## src/rtl/keypad_scan_controller_if.sv

```systemverilog
// Key FIFO consumer handshake between the keypad scan controller and the display/consumer logic.
interface keypad_scan_controller_if;
  logic [3:0] key_code;
  logic       key_avail;
  logic       key_pop;
  logic       ovf_clr;
  logic       overflow;

  modport master (output key_code, output key_avail, output overflow,
                  input  key_pop,  input  ovf_clr);
  modport slave  (input  key_code, input  key_avail, input  overflow,
                  output key_pop,  output ovf_clr);
endinterface

```

## src/rtl/keypad_scan_controller.sv

```systemverilog
// 4x4 keypad scan sequencer with a small key-code FIFO.
// Optional auto-repeat while a key is held: define KEYPAD_TYPEMATIC_EN.
module keypad_scan_controller #(
`ifdef KEYPAD_TYPEMATIC_EN
  parameter int REPEAT_DLY  = 5000000,
  parameter int REPEAT_PER  = 1000000,
`endif
  parameter int SCAN_DIV    = 10000,
  parameter int SETTLE_CYC  = 16,
  parameter int RELEASE_CYC = 100000,
  parameter int DEPTH       = 4
) (
  input  logic                            clk,
  input  logic                            reset,
  input  logic                            row_hit,
  input  logic                            enc_a,
  input  logic                            enc_b,
  output logic [1:0]                      col_sel,
  output logic                            key_held,
  keypad_scan_controller_if.master        kbus
);

  localparam int CNT_MAX = (SCAN_DIV > RELEASE_CYC) ? SCAN_DIV : RELEASE_CYC;
  localparam int CNT_W   = $clog2(CNT_MAX + 1);
  localparam int PTR_W   = $clog2(DEPTH);
  localparam int FCNT_W  = $clog2(DEPTH + 1);

  typedef enum logic [1:0] {
    ST_SCAN    = 2'd0,
    ST_CONFIRM = 2'd1,
    ST_CAPTURE = 2'd2,
    ST_HOLD    = 2'd3
  } state_t;

  state_t             state_q, state_d;
  logic [CNT_W-1:0]   cnt_q, cnt_d;
  logic [1:0]         col_q, col_d;
  logic               key_held_q, key_held_d;
  logic [3:0]         mem_q [DEPTH];
  logic [3:0]         mem_d [DEPTH];
  logic [PTR_W-1:0]   rd_ptr_q, rd_ptr_d, wr_ptr_q, wr_ptr_d;
  logic [FCNT_W-1:0]  fcnt_q, fcnt_d;
  logic [3:0]         head_q, head_d;
  logic               avail_q, avail_d;
  logic               ovf_q, ovf_d;

  logic               cap_push_s, push_s, pop_s, wr_s, full_s;
  logic [3:0]         cap_code_s, push_data_s;

  assign cap_code_s = {col_q, enc_a, enc_b};

  // Scan/confirm/capture/hold sequencing
  always_comb begin
    state_d    = state_q;
    cnt_d      = cnt_q;
    col_d      = col_q;
    cap_push_s = 1'b0;
    case (state_q)
      ST_SCAN: begin
        if (row_hit && (cnt_q >= CNT_W'(SETTLE_CYC - 1))) begin
          state_d = ST_CONFIRM;
          cnt_d   = '0;
        end else if (cnt_q == CNT_W'(SCAN_DIV - 1)) begin
          col_d = col_q + 2'd1;
          cnt_d = '0;
        end else begin
          cnt_d = cnt_q + CNT_W'(1);
        end
      end
      ST_CONFIRM: begin
        if (!row_hit) begin
          state_d = ST_SCAN;
          col_d   = col_q + 2'd1;
          cnt_d   = '0;
        end else if (cnt_q == CNT_W'(SETTLE_CYC - 1)) begin
          state_d = ST_CAPTURE;
          cnt_d   = '0;
        end else begin
          cnt_d = cnt_q + CNT_W'(1);
        end
      end
      ST_CAPTURE: begin
        cap_push_s = 1'b1;
        state_d    = ST_HOLD;
        cnt_d      = '0;
      end
      ST_HOLD: begin
        if (row_hit) begin
          cnt_d = '0;
        end else if (cnt_q == CNT_W'(RELEASE_CYC - 1)) begin
          state_d = ST_SCAN;
          col_d   = col_q + 2'd1;
          cnt_d   = '0;
        end else begin
          cnt_d = cnt_q + CNT_W'(1);
        end
      end
      default: begin
        state_d = ST_SCAN;
        cnt_d   = '0;
        col_d   = 2'd0;
      end
    endcase
    key_held_d = (state_d == ST_HOLD);
  end

`ifdef KEYPAD_TYPEMATIC_EN
  localparam int RPT_MAX = (REPEAT_DLY > REPEAT_PER) ? REPEAT_DLY : REPEAT_PER;
  localparam int RPT_W   = $clog2(RPT_MAX + 1);

  logic [RPT_W-1:0] rpt_cnt_q, rpt_cnt_d;
  logic             rpt_arm_q, rpt_arm_d;
  logic [3:0]       last_code_q, last_code_d;
  logic             rpt_push_s;
  logic [RPT_W-1:0] rpt_lim_s;

  // Auto-repeat timer: first push after REPEAT_DLY, then every REPEAT_PER
  always_comb begin
    rpt_cnt_d   = '0;
    rpt_arm_d   = 1'b0;
    rpt_push_s  = 1'b0;
    rpt_lim_s   = rpt_arm_q ? RPT_W'(REPEAT_PER - 1) : RPT_W'(REPEAT_DLY - 1);
    last_code_d = cap_push_s ? cap_code_s : last_code_q;
    if ((state_q == ST_HOLD) && row_hit) begin
      if (rpt_cnt_q == rpt_lim_s) begin
        rpt_push_s = 1'b1;
        rpt_arm_d  = 1'b1;
      end else begin
        rpt_cnt_d = rpt_cnt_q + RPT_W'(1);
        rpt_arm_d = rpt_arm_q;
      end
    end else begin
      rpt_cnt_d = '0;
    end
  end

  // Repeat timer state
  always_ff @(posedge clk or negedge reset) begin
    if (!reset) begin
      rpt_cnt_q   <= '0;
      rpt_arm_q   <= 1'b0;
      last_code_q <= 4'd0;
    end else begin
      rpt_cnt_q   <= rpt_cnt_d;
      rpt_arm_q   <= rpt_arm_d;
      last_code_q <= last_code_d;
    end
  end

  assign push_s      = cap_push_s | rpt_push_s;
  assign push_data_s = cap_push_s ? cap_code_s : last_code_q;
`else
  assign push_s      = cap_push_s;
  assign push_data_s = cap_code_s;
`endif

  // FIFO bookkeeping with a registered head so key_code never depends on a read mux
  always_comb begin
    full_s   = (fcnt_q == FCNT_W'(DEPTH));
    pop_s    = kbus.key_pop && (fcnt_q != '0);
    wr_s     = push_s && (!full_s || pop_s);
    mem_d    = mem_q;
    if (wr_s) begin
      mem_d[wr_ptr_q] = push_data_s;
    end else begin
      mem_d[wr_ptr_q] = mem_q[wr_ptr_q];
    end
    wr_ptr_d = wr_ptr_q + PTR_W'(wr_s);
    rd_ptr_d = rd_ptr_q + PTR_W'(pop_s);
    fcnt_d   = fcnt_q + FCNT_W'(wr_s) - FCNT_W'(pop_s);
    if (pop_s && (fcnt_q == FCNT_W'(1))) begin
      head_d = wr_s ? push_data_s : head_q;
    end else if (pop_s) begin
      head_d = mem_q[rd_ptr_d];
    end else if (wr_s && (fcnt_q == '0)) begin
      head_d = push_data_s;
    end else begin
      head_d = head_q;
    end
    avail_d = (fcnt_d != '0);
    if (push_s && full_s && !pop_s) begin
      ovf_d = 1'b1;
    end else if (kbus.ovf_clr) begin
      ovf_d = 1'b0;
    end else begin
      ovf_d = ovf_q;
    end
  end

  // All sequencer and FIFO state
  always_ff @(posedge clk or negedge reset) begin
    if (!reset) begin
      state_q    <= ST_SCAN;
      cnt_q      <= '0;
      col_q      <= 2'd0;
      key_held_q <= 1'b0;
      for (int i = 0; i < DEPTH; i++) mem_q[i] <= 4'd0;
      rd_ptr_q   <= '0;
      wr_ptr_q   <= '0;
      fcnt_q     <= '0;
      head_q     <= 4'd0;
      avail_q    <= 1'b0;
      ovf_q      <= 1'b0;
    end else begin
      state_q    <= state_d;
      cnt_q      <= cnt_d;
      col_q      <= col_d;
      key_held_q <= key_held_d;
      mem_q      <= mem_d;
      rd_ptr_q   <= rd_ptr_d;
      wr_ptr_q   <= wr_ptr_d;
      fcnt_q     <= fcnt_d;
      head_q     <= head_d;
      avail_q    <= avail_d;
      ovf_q      <= ovf_d;
    end
  end

  assign col_sel        = col_q;
  assign key_held       = key_held_q;
  assign kbus.key_code  = head_q;
  assign kbus.key_avail = avail_q;
  assign kbus.overflow  = ovf_q;

endmodule
```

## src/flat_wrapper.sv

```systemverilog
// flat-port wrapper written by rule: the top's interface ports become plain ports
module keypad_scan_controller_flat 
#(

  parameter int SCAN_DIV    = 10000,
  parameter int SETTLE_CYC  = 16,
  parameter int RELEASE_CYC = 100000,
  parameter int DEPTH       = 4
)
  (clk, reset, row_hit, enc_a, enc_b, col_sel, key_held, kbus_key_code, kbus_key_avail, kbus_overflow, kbus_key_pop, kbus_ovf_clr);
  keypad_scan_controller_if kbus_i ();
  input  logic clk;
  input  logic reset;
  input  logic row_hit;
  input  logic enc_a;
  input  logic enc_b;
  output logic [1:0] col_sel;
  output logic key_held;
  output wire logic [$bits(kbus_i.key_code)-1:0] kbus_key_code;
  output wire logic [$bits(kbus_i.key_avail)-1:0] kbus_key_avail;
  output wire logic [$bits(kbus_i.overflow)-1:0] kbus_overflow;
  input wire logic [$bits(kbus_i.key_pop)-1:0] kbus_key_pop;
  input wire logic [$bits(kbus_i.ovf_clr)-1:0] kbus_ovf_clr;
  assign kbus_key_code = kbus_i.key_code;
  assign kbus_key_avail = kbus_i.key_avail;
  assign kbus_overflow = kbus_i.overflow;
  assign kbus_i.key_pop = kbus_key_pop;
  assign kbus_i.ovf_clr = kbus_ovf_clr;
  keypad_scan_controller #(.SCAN_DIV(SCAN_DIV), .SETTLE_CYC(SETTLE_CYC), .RELEASE_CYC(RELEASE_CYC), .DEPTH(DEPTH)) u_core (.clk(clk), .reset(reset), .row_hit(row_hit), .enc_a(enc_a), .enc_b(enc_b), .col_sel(col_sel), .key_held(key_held), .kbus(kbus_i));
endmodule
```

## config.mk

```make
export PLATFORM = sky130hd
export DESIGN_NAME = keypad_scan_controller_flat
export DESIGN_NICKNAME = d
export VERILOG_FILES = /design/src/rtl/keypad_scan_controller_if.sv /design/src/rtl/keypad_scan_controller.sv /design/src/flat_wrapper.sv
export SDC_FILE = /design/constraint.sdc
export NUM_CORES = 1
export LEC_CHECK = 0
export ABC_AREA = 1
export ABC_CLOCK_PERIOD_IN_PS = 2400
export CORE_ASPECT_RATIO = 1.5
export CORE_MARGIN = 2
export CORE_UTILIZATION = 41
export DETAILED_ROUTE_END_ITERATION = 8
export HOLD_SLACK_MARGIN = 0.05
export PLACE_DENSITY_LB_ADDON = 0.3
export SLEW_MARGIN = 20
export SYNTH_ARGS = -nofsm -noshare
export SYNTH_HDL_FRONTEND = slang
export SYNTH_SLANG_ARGS = --single-unit
```

## constraint.sdc

```tcl
create_clock -name clk -period 2.4 [get_ports clk]
set_input_delay 0.36 -clock clk [delete_from_list [all_inputs] [get_ports clk]]
set_output_delay 0.36 -clock clk [all_outputs]
set_load 0.005 [all_outputs]
```

==> reports/qor.yml, run 1 <==
yosys:
  synth_area_leaders: "dfrtp_1 (44%), nand2_1 (11%), o311ai_0 (4.9%)"
  muxShareOfSynthArea_pct: 0
  synthSimpleGateAreaFrac_pct: 26.63
  ys_types: 33
  synthAdderAreaFrac_pct: 2.872
  yosysTopAreaCellShare_pct: 44.39
  syn-cell-area_um2: 2875
  synth_edf_count: 0
  synth_top_family_by_area: "simple AND/OR/NAND/NOR gates"
  synth_compound_area_share_pct: 13.71
  synthesis.nets: 356
  yosysWarnings: 0
  synth_top_area_cell: "dfrtp_1"
  async_reset_ff_share_pct: 100.0
  synth_seq_cells: 51
  synth-xor-area-share_pct: 4.874
  synthCells: 343
  yosysSeqAreaShare_pct: 44.39
  avgSynthCellArea_um2: 8.383
  synthFlopType: "dfrtp_1"
layout:
  diodes: 0
  n_fill_cell: 688
  most-common-layout-cells: "nand2_1 (82), dfrtp_1 (51), nor2_1 (33), inv_1 (33), nand4_1 (20)"
  finalNetCount: 376
  drive_gt1_share_pct: 12.12
  finalNonFillerCells: 441
  syn_to_final_growth_pct: 12.01
  layout_commonest_cell: "nand2_1"
power:
  ir_drop_uv: 270.9
  p_per_area_nw_per_um2: 717.2
  p_leak_uw: 0.001454
clock_tree:
  htreeDepth: 2
  cts.clk_slew.worst_paths_ns: 0.09
  clkSinkCount: 51
  cts_tree: "done"
  cts-root-buf: "clkbuf_8"
  post-cts-setup-buffers: 0
  worstSkewPairLatency_ns: 0.30
  cts_buffer_depth: 2
  cts_buffers: 5
die:
  floorplan.initialDensity_pct: 42.25
  ios: 16
  rows: 37
  core_um2: 6805
  dieArea_um2: 7713
  die_w_um: 72.38
  die_y_um: 106.6
sta:
  setup_viol: 0
  layout_setup_ws_ns: 0.1730
  relSlewSlack_pct: 71.33
  final.period_utilization_pct: 92.79
  worstMarginPinSlew_ns: 0.4301
  drv_slew: 0
  fin_crit_ns: 2.227
  fmax_mhz: 449.0
  rsz0062_at_grt: "false"
  worst_clock_skew_ns: 0.006695
  hold_violations: 0
detailed_routing:
  ant_nets: 0
  wl_um: 6017
  drt_iter0_markers: 211
  remaining_drc_errors: 0
  wl_per_cell_um: 13.64
  vias: 2352
  drt_first_pass_iters: 4
  routed_via_density: 5.333
global_route:
  antenna_found_initial: 0
  grt_max_degree: 33
  overflow: 0
  track_usage_pct: 17.23
  first_global_vias: 2215
  grt_pass1_wl_um: 10450
worst_setup_path:
  path_max_fanout: 4
  crit_type: "reg -> reg"
  r2r_start: "u_core.fcnt_q[1]$_DFF_PN0_"
  start_kind: "flip-flop"
  critPathBufInv: 3
  reg2reg_depth: 9
  crit_slowest_cell: "fa_1"
  reg2reg_setup_slack_ns: 0.17
  worstSetupStartpoint: "u_core.fcnt_q[1]$_DFF_PN0_"
  cp.required_ns: 2.59
  cp_common_cell: "inv_1"
  r2r_end: "u_core.kbus.key_avail$_DFF_PN0_"
  worst_ep_arrival_time_ns: 2.42
  slowest_delay_ns: 0.47
  path_cells: "nor2_2 -> a21oi_1 -> ha_1 -> inv_1 -> ha_1 -> inv_1 -> fa_1 -> inv_1 -> or3_1"
  cp-end-kind: "flip-flop"
  path_delay_family: "adder cells"
place:
  io_buffers: 15
  dp.cells: 433
  gp_congestion: 0.7995
  place.detailed.hpwl_um: 4518
  pre_cts_ws_ns: -0.1250
outcome:
  outcome: "finished, final reports clean"
worst_hold_path:
  hold_class: "in -> async"
run:
  maxCapViolCount: 0
==> sequential cells by signal (all words and copies together), names as in the netlist <==
signal	count
u_core.cnt_q	17
u_core.col_sel	2
u_core.fcnt_q	3
u_core.kbus.key_avail	1
u_core.kbus.key_code	4
u_core.kbus.overflow	1
u_core.key_held	1
u_core.mem_q	16
u_core.rd_ptr_q	2
u_core.state_q	2
u_core.wr_ptr_q	2
==> worst max-delay path by stage <==
| stage | endpoint | slack (ns) | depth (start not counted) |
|---|---|---|---|
| 6_report | u_core.kbus.key_avail$_DFF_PN0_ | 0.17 | 9 |
| 5_1_grt | u_core.kbus.key_avail$_DFF_PN0_ | 0.03 | 9 |
| 4_1_cts | u_core.kbus.key_avail$_DFF_PN0_ | 0.09 | 9 |
| 3_5_place_dp | u_core.kbus.key_avail$_DFF_PN0_ | -0.13 | 10 |
| 3_3_place_gp | u_core.kbus.key_avail$_DFF_PN0_ | -0.08 | 10 |
| 2_1_floorplan | u_core.kbus.key_avail$_DFF_PN0_ | 0.23 | 9 |
==> metrics by stage <==
stage	instance area (µm²)	setup TNS [ns]	hold slack [ns]	utilization (%)	total power, µW
after floorplan	2875	0	0.06441	-	1460
after global placement	3102	-0.07843	0.2048	45.58	1726
after detailed placement	3102	-0.1250	0.2014	45.58	1747
after CTS	3218	0	0.4096	47.29	2344
after global routing	3221	0	0.4407	47.32	2492
final	3221	0	0.4111	47.32	2310
==> metal layers <==
metal,part of all wire (%),wire length (µm),global-route usage [%],vias up
li1,-,-,-,1189
met1,42,2507,20.66,1113
met2,54,3221,30.21,35
met3,2.4,143,2.654,15
met4,2.4,144,7.011,0
met5,0,0,0,-
==> Yosys cell counts (4+ instances only) <==
cell / instances
a21oi_1: 15
a21oi_2: 10
buf_6: 4
clkbuf_1: 5
dfrtp_1: 51
ha_1: 5
inv_1: 33
nand2_1: 82
nand3_1: 16
nand4_1: 20
nor2_1: 34
nor2_2: 5
o211ai_1: 4
o21ai_0: 4
o311ai_0: 16
xnor2_1: 5
xor2_1: 11
==> area by class of cell <==
cell class	instances	area, µm²	area share [%]
Clock buffer	5	68.82	2.137
Clock inverter	2	37.54	1.166
Inverter	37	140.1	4.351
Multi-Input combinational cell	244	1385	43.01
Sequential cell	51	1276	39.63
Tap cell	78	97.59	3.030
Timing Repair Buffer	24	215.2	6.682
==> worst register-to-register path, delay by kind of cell, from the launching register on <==
kind,cells,cell delay (ns)
AOI/OAI and AO/OA,1,0.11
adders and majority gates,3,0.88
buffers and inverters,3,0.16
DFF,1,0.46
and+or+nand+nor,2,0.52
==> what timing repair did <==
action | in CTS | in global routing
endpoints found under the setup margin | 0 | 1
hold buffers | 1 | 0
resized for setup | 0 | 1
endpoints found under the hold margin | 6 | 0
==> kinds of logic after synthesis <==
kind of cell,count (synthesis)
xor gates and xnor gates,16
adders and majority gates,6
AOI/OAI and AO/OA,53
DFF,51
and+or+nand+nor,169
buffers and inverters,48
==> power by group <==
group          internal (µW)  leakage [µW]  switching [µW]
Sequential               950      0.000584            56.7
Combinational            311      0.000820             404
Clock                    305     0.0000502             283
Power figures use the tool's default switching activity.
==> run 2: changes to the inputs <==
--- a/config.mk
+++ b/config.mk
@@ -8,7 +8,6 @@
 export ABC_AREA = 1
 export ABC_CLOCK_PERIOD_IN_PS = 2400
 export CORE_ASPECT_RATIO = 1.5
-export CORE_MARGIN = 2
 export CORE_UTILIZATION = 41
 export DETAILED_ROUTE_END_ITERATION = 8
 export HOLD_SLACK_MARGIN = 0.05
==> run 2 against run 1 <==
Against the previous run: clock power increased by 5.3%; die area decreased by 4.6%; global-route usage increased by 0.82 points; final cell count increased by 0.23%; total power increased by 1.7%; hold slack improved by 0.052 ns; wire length decreased by 0.12%; non-clock buffer count unchanged; register-to-register slack improved by 0.02 ns; maximum frequency increased by 0.38%; count of clock-buffer cells in the layout unchanged; final area increased by 0.66%; critical path type is now in -> reg; highest routed layer unchanged.
==> reports/qor.yml, run 2 (synthesized netlist as in run 1, its figures left out) <==
detailed_routing:
  remaining_drc_errors: 0  # unchanged
  wl_um: 6010  # was 6017 µm
  wl_per_cell_um: 13.60  # was 13.64 µm
  ant_nets: 0  # unchanged
  drt_first_pass_iters: 4  # unchanged
  drt_iter0_markers: 184  # was 211
  routed_via_density: 5.290  # was 5.333
  vias: 2338  # was 2352
clock_tree:
  cts_buffer_depth: 2  # unchanged
  worstSkewPairLatency_ns: 0.31  # was 0.30 ns
  cts_tree: "done"  # unchanged
  clkSinkCount: 51  # unchanged
  cts-root-buf: "clkbuf_8"  # unchanged
  cts.clk_slew.worst_paths_ns: 0.10  # was 0.09 ns
  cts_buffers: 5  # unchanged
  htreeDepth: 2  # unchanged
power:
  finalPower_uw: 2348  # was 2310 µW
  p_per_area_nw_per_um2: 724.4  # was 717.2 nW/µm²
  ir_drop_uv: 305.1  # was 270.9 µV
  p_leak_uw: 0.001463  # was 0.001454 µW
worst_setup_path:
  path_delay_family: "adder cells"  # unchanged
  cp.required_ns: 2.61  # was 2.59 ns
  cp_common_cell: "inv_1"  # unchanged
  path_cells: "clkdlybuf4s50_1 -> inv_1 -> a21oi_1 -> ha_1 -> inv_1 -> ha_1 -> inv_1 -> fa_1 -> inv_1 -> or3_1"  # was nor2_2 -> a21oi_1 -> ha_1 -> inv_1 -> ha_1 -> inv_1 -> fa_1 -> inv_1 -> or3_1
  critPathBufInv: 5  # was 3
  worst_ep_arrival_time_ns: 2.42  # about the same
  cp.depth: 10  # was 9
  crit_type: "in -> reg"  # was reg -> reg
  cp-end-kind: "flip-flop"  # unchanged
  reg2reg_depth: 9  # unchanged
  crit_slowest_cell: "fa_1"  # unchanged
  slowest_delay_ns: 0.47  # about the same
  start_kind: "input port"  # was flip-flop
  path_max_fanout: 2  # was 4
global_route:
  antenna_found_initial: 0  # unchanged
  overflow: 0  # unchanged
  grt_pass1_wl_um: 10720  # was 10450 µm
  first_global_vias: 2368  # was 2215
  track_usage_pct: 18.05  # was 17.23%
  grt_max_degree: 33  # unchanged
layout:
  n_fill_cell: 679  # was 688
  most-common-layout-cells: "nand2_1 (82), dfrtp_1 (51), nor2_1 (33), inv_1 (33), nand4_1 (20)"  # unchanged
  multi_input_area_um2: 1385  # unchanged
  top_register: "u_core.cnt_q"  # unchanged
  syn_to_final_growth_pct: 12.75  # was 12.01%
  drive_gt1_share_pct: 12.36  # was 12.12%
  finalNetCount: 376  # unchanged
  diodes: 0  # unchanged
  ff_latch_area_um2: 1276  # unchanged
  largest_reg_flops: 17  # unchanged
  layout_commonest_cell: "nand2_1"  # unchanged
  fin_util_pct: 47.64  # was 47.32%
  finish.instance_area_um2: 3242  # was 3221 µm²
  finalNonFillerCells: 442  # was 441
sta:
  worstMarginPinSlew_ns: 0.5786  # was 0.4301 ns
  hold_violations: 0  # unchanged
  final.period_utilization_pct: 92.44  # was 92.79%
  fin_crit_ns: 2.219  # was 2.227 ns
  relSlewSlack_pct: 61.43  # was 71.33%
  rsz0062_at_grt: "false"  # unchanged
  setup_viol: 0  # unchanged
  drv_slew: 0  # unchanged
  worst_clock_skew_ns: 0.01622  # was 0.006695 ns
  fmax_mhz: 450.7  # was 449.0 MHz
outcome:
  outcome: "finished, final reports clean"  # unchanged
die:
  die_y_um: 104.6  # was 106.6 µm
  dieArea_um2: 7359  # was 7713 µm²
  ios: 16  # unchanged
  rows: 37  # unchanged
  core_um2: 6805  # unchanged
  die_w_um: 70.38  # was 72.38 µm
  floorplan.initialDensity_pct: 42.25  # unchanged
run:
  maxCapViolCount: 0  # unchanged
worst_hold_path:
  min_delay_path_depth: 1
  hold_class: "reg -> reg"  # was in -> async
place:
  gp_congestion: 0.8081  # was 0.7995
  io_buffers: 15  # unchanged
  place.detailed.hpwl_um: 4439  # was 4518 µm
  post_dp_cell_area_um2: 3114  # was 3102 µm²
  dp.cells: 433  # unchanged
run 2: area by class of cell:
class,count,share of cell area (%)
clock inverter,3,1.428
tap,78,3.010
multi-input combinational,244,42.72
clock buffer,5,2.123
inverter,37,4.323
sequential,51,39.37
timing repair buffer,24,7.024
run 2: path summary, 6_finish.rpt:
check	start	end	slack (ns)
worst min register to register	u_core.cnt_q[0]$_DFF_PN0_	u_core.cnt_q[0]$_DFF_PN0_	0.46
worst max register to register	u_core.fcnt_q[2]$_DFF_PN0_	u_core.kbus.key_avail$_DFF_PN0_	0.19
max in group asynchronous	reset	u_core.cnt_q[13]$_DFF_PN0_	1.26
worst max-delay path	kbus_key_pop	u_core.kbus.key_avail$_DFF_PN0_	0.18
min in group asynchronous	reset	u_core.fcnt_q[0]$_DFF_PN0_	0.57
worst min-delay path	u_core.cnt_q[0]$_DFF_PN0_	u_core.cnt_q[0]$_DFF_PN0_	0.46
run 2: repair_timing:
action,CTS,global route
endpoints found under the hold margin,13,0
setup endpoints to repair,0,1
hold buffers,1,0
resized for setup,0,1
setup buffers,0,0
run 2: routing by layer:
metal	global-route usage (%)	share of wire [%]	wire length, µm
met5	0	0	0
met2	32.31	53	3210
met1	21.44	42	2501
met4	6.571	2.0	118
met3	2.700	3.0	179
run 2: power by group:
| part | leakage (µW) | internal (µW) | total [µW] | switching, µW |
|---|---|---|---|---|
| Clock | 0.0000548 | 314 | 619 | 304 |
| Sequential | 0.000584 | 950 | 1000 | 50.7 |
| Combinational | 0.000824 | 322 | 729 | 407 |
| Total | 0.00146 | 1590 | 2350 | 762 |
run 2: through the flow:
stage,worst slack (ns),TNS (ns),hold slack [ns]
floorplan,0.2250,0,0.06441
global placement,-0.1023,-0.1023,0.3860
detailed placement,-0.1585,-0.1585,0.3908
CTS,0.1152,0,0.4703
global route,0.07354,0,0.4957
finish,0.1814,0,0.4630
run 2: worst reg2reg max path: stages (launching register included):
cell and delay [ns]:
dfrtp_1 0.43, nor2_2 0.18, a21oi_1 0.12, ha_1 0.28, inv_1 0.05, ha_1 0.13, inv_1 0.05, fa_1 0.47
inv_1 0.05, or3_1 0.35
==> run 3: changes to the inputs <==
--- a/config.mk
+++ b/config.mk
@@ -6,8 +6,9 @@
 export NUM_CORES = 1
 export LEC_CHECK = 0
 export ABC_AREA = 1
-export ABC_CLOCK_PERIOD_IN_PS = 2400
+export ABC_CLOCK_PERIOD_IN_PS = 2050
 export CORE_ASPECT_RATIO = 1.5
+export CORE_MARGIN = 2
 export CORE_UTILIZATION = 41
 export DETAILED_ROUTE_END_ITERATION = 8
 export HOLD_SLACK_MARGIN = 0.05
==> constraint.sdc (replaced) <==
create_clock -name clk -period 2.05 [get_ports clk]
set_input_delay 0.3075 -clock clk [delete_from_list [all_inputs] [get_ports clk]]
set_output_delay 0.3075 -clock clk [all_outputs]
set_load 0.005 [all_outputs]
==> run 3 against run 2 <==
Against the previous run: the run now ends with negative setup slack left; highest routed layer unchanged; hold slack gained 0.0048 ns; sequential share of layout area shrank 1.3 points; clock skew shrank 0.0043 ns; combinational power grew 39%; critical path depth is the same; sequential power grew 18%; wire length grew 3.0%; utilization grew 1.6 points; non-clock buffer count grew 12; setup slack lost 0.22 ns.
==> reports/qor.yml, run 3 (synthesized netlist as in run 1, its figures left out) <==
worst_setup_path:
  critPathBufInv: 5  # unchanged
  crit_type: "in -> reg"  # unchanged
  cp-end-kind: "flip-flop"  # unchanged
  start_kind: "input port"  # unchanged
  cp.required_ns: 2.24  # was 2.61 ns
  slowest_delay_ns: 0.47  # about the same
  crit_slowest_cell: "fa_1"  # unchanged
  path_delay_family: "adder cells"  # unchanged
  path_cells: "clkdlybuf4s50_1 -> inv_1 -> a21oi_2 -> ha_1 -> inv_1 -> ha_1 -> inv_1 -> fa_1 -> inv_1 -> or3_1"  # was clkdlybuf4s50_1 -> inv_1 -> a21oi_1 -> ha_1 -> inv_1 -> ha_1 -> inv_1 -> fa_1 -> inv_1 -> or3_1
  worst_ep_arrival_time_ns: 2.27  # was 2.42 ns
  cp_common_cell: "inv_1"  # unchanged
  path_max_fanout: 2  # unchanged
global_route:
  grt_pass1_wl_um: 10940  # was 10720 µm
  first_global_vias: 2419  # was 2368
  antenna_found_initial: 0  # unchanged
  grt_max_degree: 52  # was 33
  track_usage_pct: 17.93  # was 18.05%
  overflow: 0  # unchanged
detailed_routing:
  vias: 2429  # was 2338
  wl_per_cell_um: 13.66  # was 13.60 µm
  routed_via_density: 5.362  # was 5.290
  drt_first_pass_iters: 4  # unchanged
  ant_nets: 0  # unchanged
  wl_um: 6190  # was 6010 µm
  drt_iter0_markers: 160  # was 184
  remaining_drc_errors: 0  # unchanged
power:
  p_per_area_nw_per_um2: 859.7  # was 724.4 nW/µm²
  p_int_uw: 1953  # was 1586 µW
  p_seq_share_pct: 41.0  # was 42.6%
  pwr-share-comb_pct: 35.0  # was 31.0%
  p_leak_uw: 0.001519  # was 0.001463 µW
  p_sw_uw: 926.1  # was 761.9 µW
  p_sw_share_pct: 32.16  # was 32.44%
  p_clk_share_pct: 24.1  # was 26.3%
  ir_drop_uv: 401.5  # was 305.1 µV
outcome:
  outcome: "complete, but fails checks"  # was finished, final reports clean
  failed_checks: "negative setup slack"
sta:
  layout_setup_ws_ns: -0.03423  # was 0.1814 ns
  final.period_utilization_pct: 101.7
  fin_crit_ns: 2.084
  hold_violations: 0  # unchanged
  relSlewSlack_pct: 77.41  # was 61.43%
  fmax_mhz: 479.8
  setup_viol: 1  # was 0
  worstMarginPinSlew_ns: 0.3346  # was 0.5786 ns
  rsz0062_at_grt: "true"  # was false
  worst_clock_skew_ns: 0.01192  # was 0.01622 ns
  drv_slew: 0  # unchanged
die:
  die_y_um: 106.6  # was 104.6 µm
  dieArea_um2: 7713  # was 7359 µm²
  die_w_um: 72.38  # was 70.38 µm
  core_um2: 6805  # unchanged
  ios: 16  # unchanged
  floorplan.initialDensity_pct: 42.25  # unchanged
  rows: 37  # unchanged
clock_tree:
  cts.clk_slew.worst_paths_ns: 0.09  # was 0.10 ns
  cts_tree: "done"  # unchanged
  clkSinkCount: 51  # unchanged
  cts-root-buf: "clkbuf_8"  # unchanged
  worstSkewPairLatency_ns: 0.31  # about the same
  htreeDepth: 2  # unchanged
  cts_buffer_depth: 2  # unchanged
  cts_buffers: 5  # unchanged
layout:
  largest_reg_flops: 17  # unchanged
  fin_util_pct: 49.22  # was 47.64%
  layout_commonest_cell: "nand2_1"  # unchanged
  syn_to_final_growth_pct: 16.49  # was 12.75%
  finalNetCount: 388  # was 376
  drive_gt1_share_pct: 16.00  # was 12.36%
  diodes: 0  # unchanged
  most-common-layout-cells: "nand2_1 (82), dfrtp_1 (51), nor2_1 (33)"  # was nand2_1 (82), dfrtp_1 (51), nor2_1 (33), inv_1 (33), nand4_1 (20)
  finalNonFillerCells: 453  # was 442
  top_register: "u_core.cnt_q"  # unchanged
place:
  dp.cells: 442  # was 433
  gp_congestion: 0.8061  # was 0.8081
  io_buffers: 15  # unchanged
  place.detailed.hpwl_um: 4495  # was 4439 µm
  pre_cts_ws_ns: -0.4297  # was -0.1585 ns
run:
  maxCapViolCount: 0  # unchanged
worst_hold_path:
  hold_class: "reg -> reg"  # unchanged
==> run 3: changes by cell type in the layout (fill, tap and decap cells not counted) <==
cell,change
buf_4,+12
a21oi_1,-1
a21oi_2,+1
ha_1,-1
ha_4,+1
inv_1,-1
inv_2,+1
inv_6,-1
nand3_1,-1
nand3_2,+1
nor2_2,-1
nor2_4,+1
==> run 3: timing repair <==
action / CTS / global route
gates resized for setup: 2 / 3
setup buffers: 2 / 1
pin swaps: 3 / 2
hold buffers: 1 / 0
endpoints found under the setup margin: 1 / 5
cloned: 0 / 0
hold endpoints to repair: 51 / 0
==> run 3: layer usage <==
metal | GRT usage, % | vias to the layer above | routed length [µm]
li1 | - | 1209 | -
met1 | 20.69 | 1158 | 2465
met2 | 32.57 | 51 | 3402
met3 | 2.844 | 11 | 189
met4 | 6.614 | 0 | 133
met5 | 0 | - | 0
==> run 3: final timing paths <==
check                                            from                         endpoint  slack (ns)  depth (start not counted)
max                                      kbus_key_pop  u_core.kbus.key_avail$_DFF_PN0_       -0.03                         10
min                         u_core.cnt_q[0]$_DFF_PN0_        u_core.cnt_q[0]$_DFF_PN0_        0.47                          1
max reg2reg                u_core.fcnt_q[2]$_DFF_PN0_  u_core.kbus.key_avail$_DFF_PN0_       -0.03                          9
min reg2reg                 u_core.cnt_q[0]$_DFF_PN0_        u_core.cnt_q[0]$_DFF_PN0_        0.47                          1
max in group asynchronous                       reset        u_core.cnt_q[9]$_DFF_PN0_        1.29                          3
min in group asynchronous                       reset       u_core.fcnt_q[2]$_DFF_PN0_        0.51                          3
==> run 3: power by group through the flow <==
stage / sequential [µW] / clock, µW / combinational (µW)
2_1_floorplan: 1200 / 0 / 518
3_3_place_gp: 1180 / 0 / 942
3_5_place_dp: 1190 / 0 / 959
4_1_cts: 1170 / 719 / 985
5_1_grt: 1190 / 749 / 1140
6_report: 1180 / 693 / 1010
==> run 3: layout make-up <==
class | count | area [µm²]
Inverter | 37 | 140.1
Multi-Input combinational cell | 244 | 1411
Clock buffer | 5 | 68.82
Timing Repair Buffer | 36 | 317.8
Fill cell | 655 | 3456
Tap cell | 78 | 97.59
Sequential cell | 51 | 1276
Clock inverter | 2 | 37.54
==> run 3: per-stage QoR <==
step | hold WS, ns | cell area [µm²] | setup TNS (ns) | total power [µW]
2_1_floorplan | 0.01191 | 2879 | -0.07147 | 1714
3_3_place_gp | 0.3230 | 3184 | -0.4321 | 2126
3_5_place_dp | 0.3250 | 3184 | -0.6158 | 2147
4_1_cts | 0.4693 | 3319 | -0.07541 | 2872
5_1_grt | 0.4948 | 3349 | -0.1350 | 3078
6_report | 0.4678 | 3349 | -0.03423 | 2879
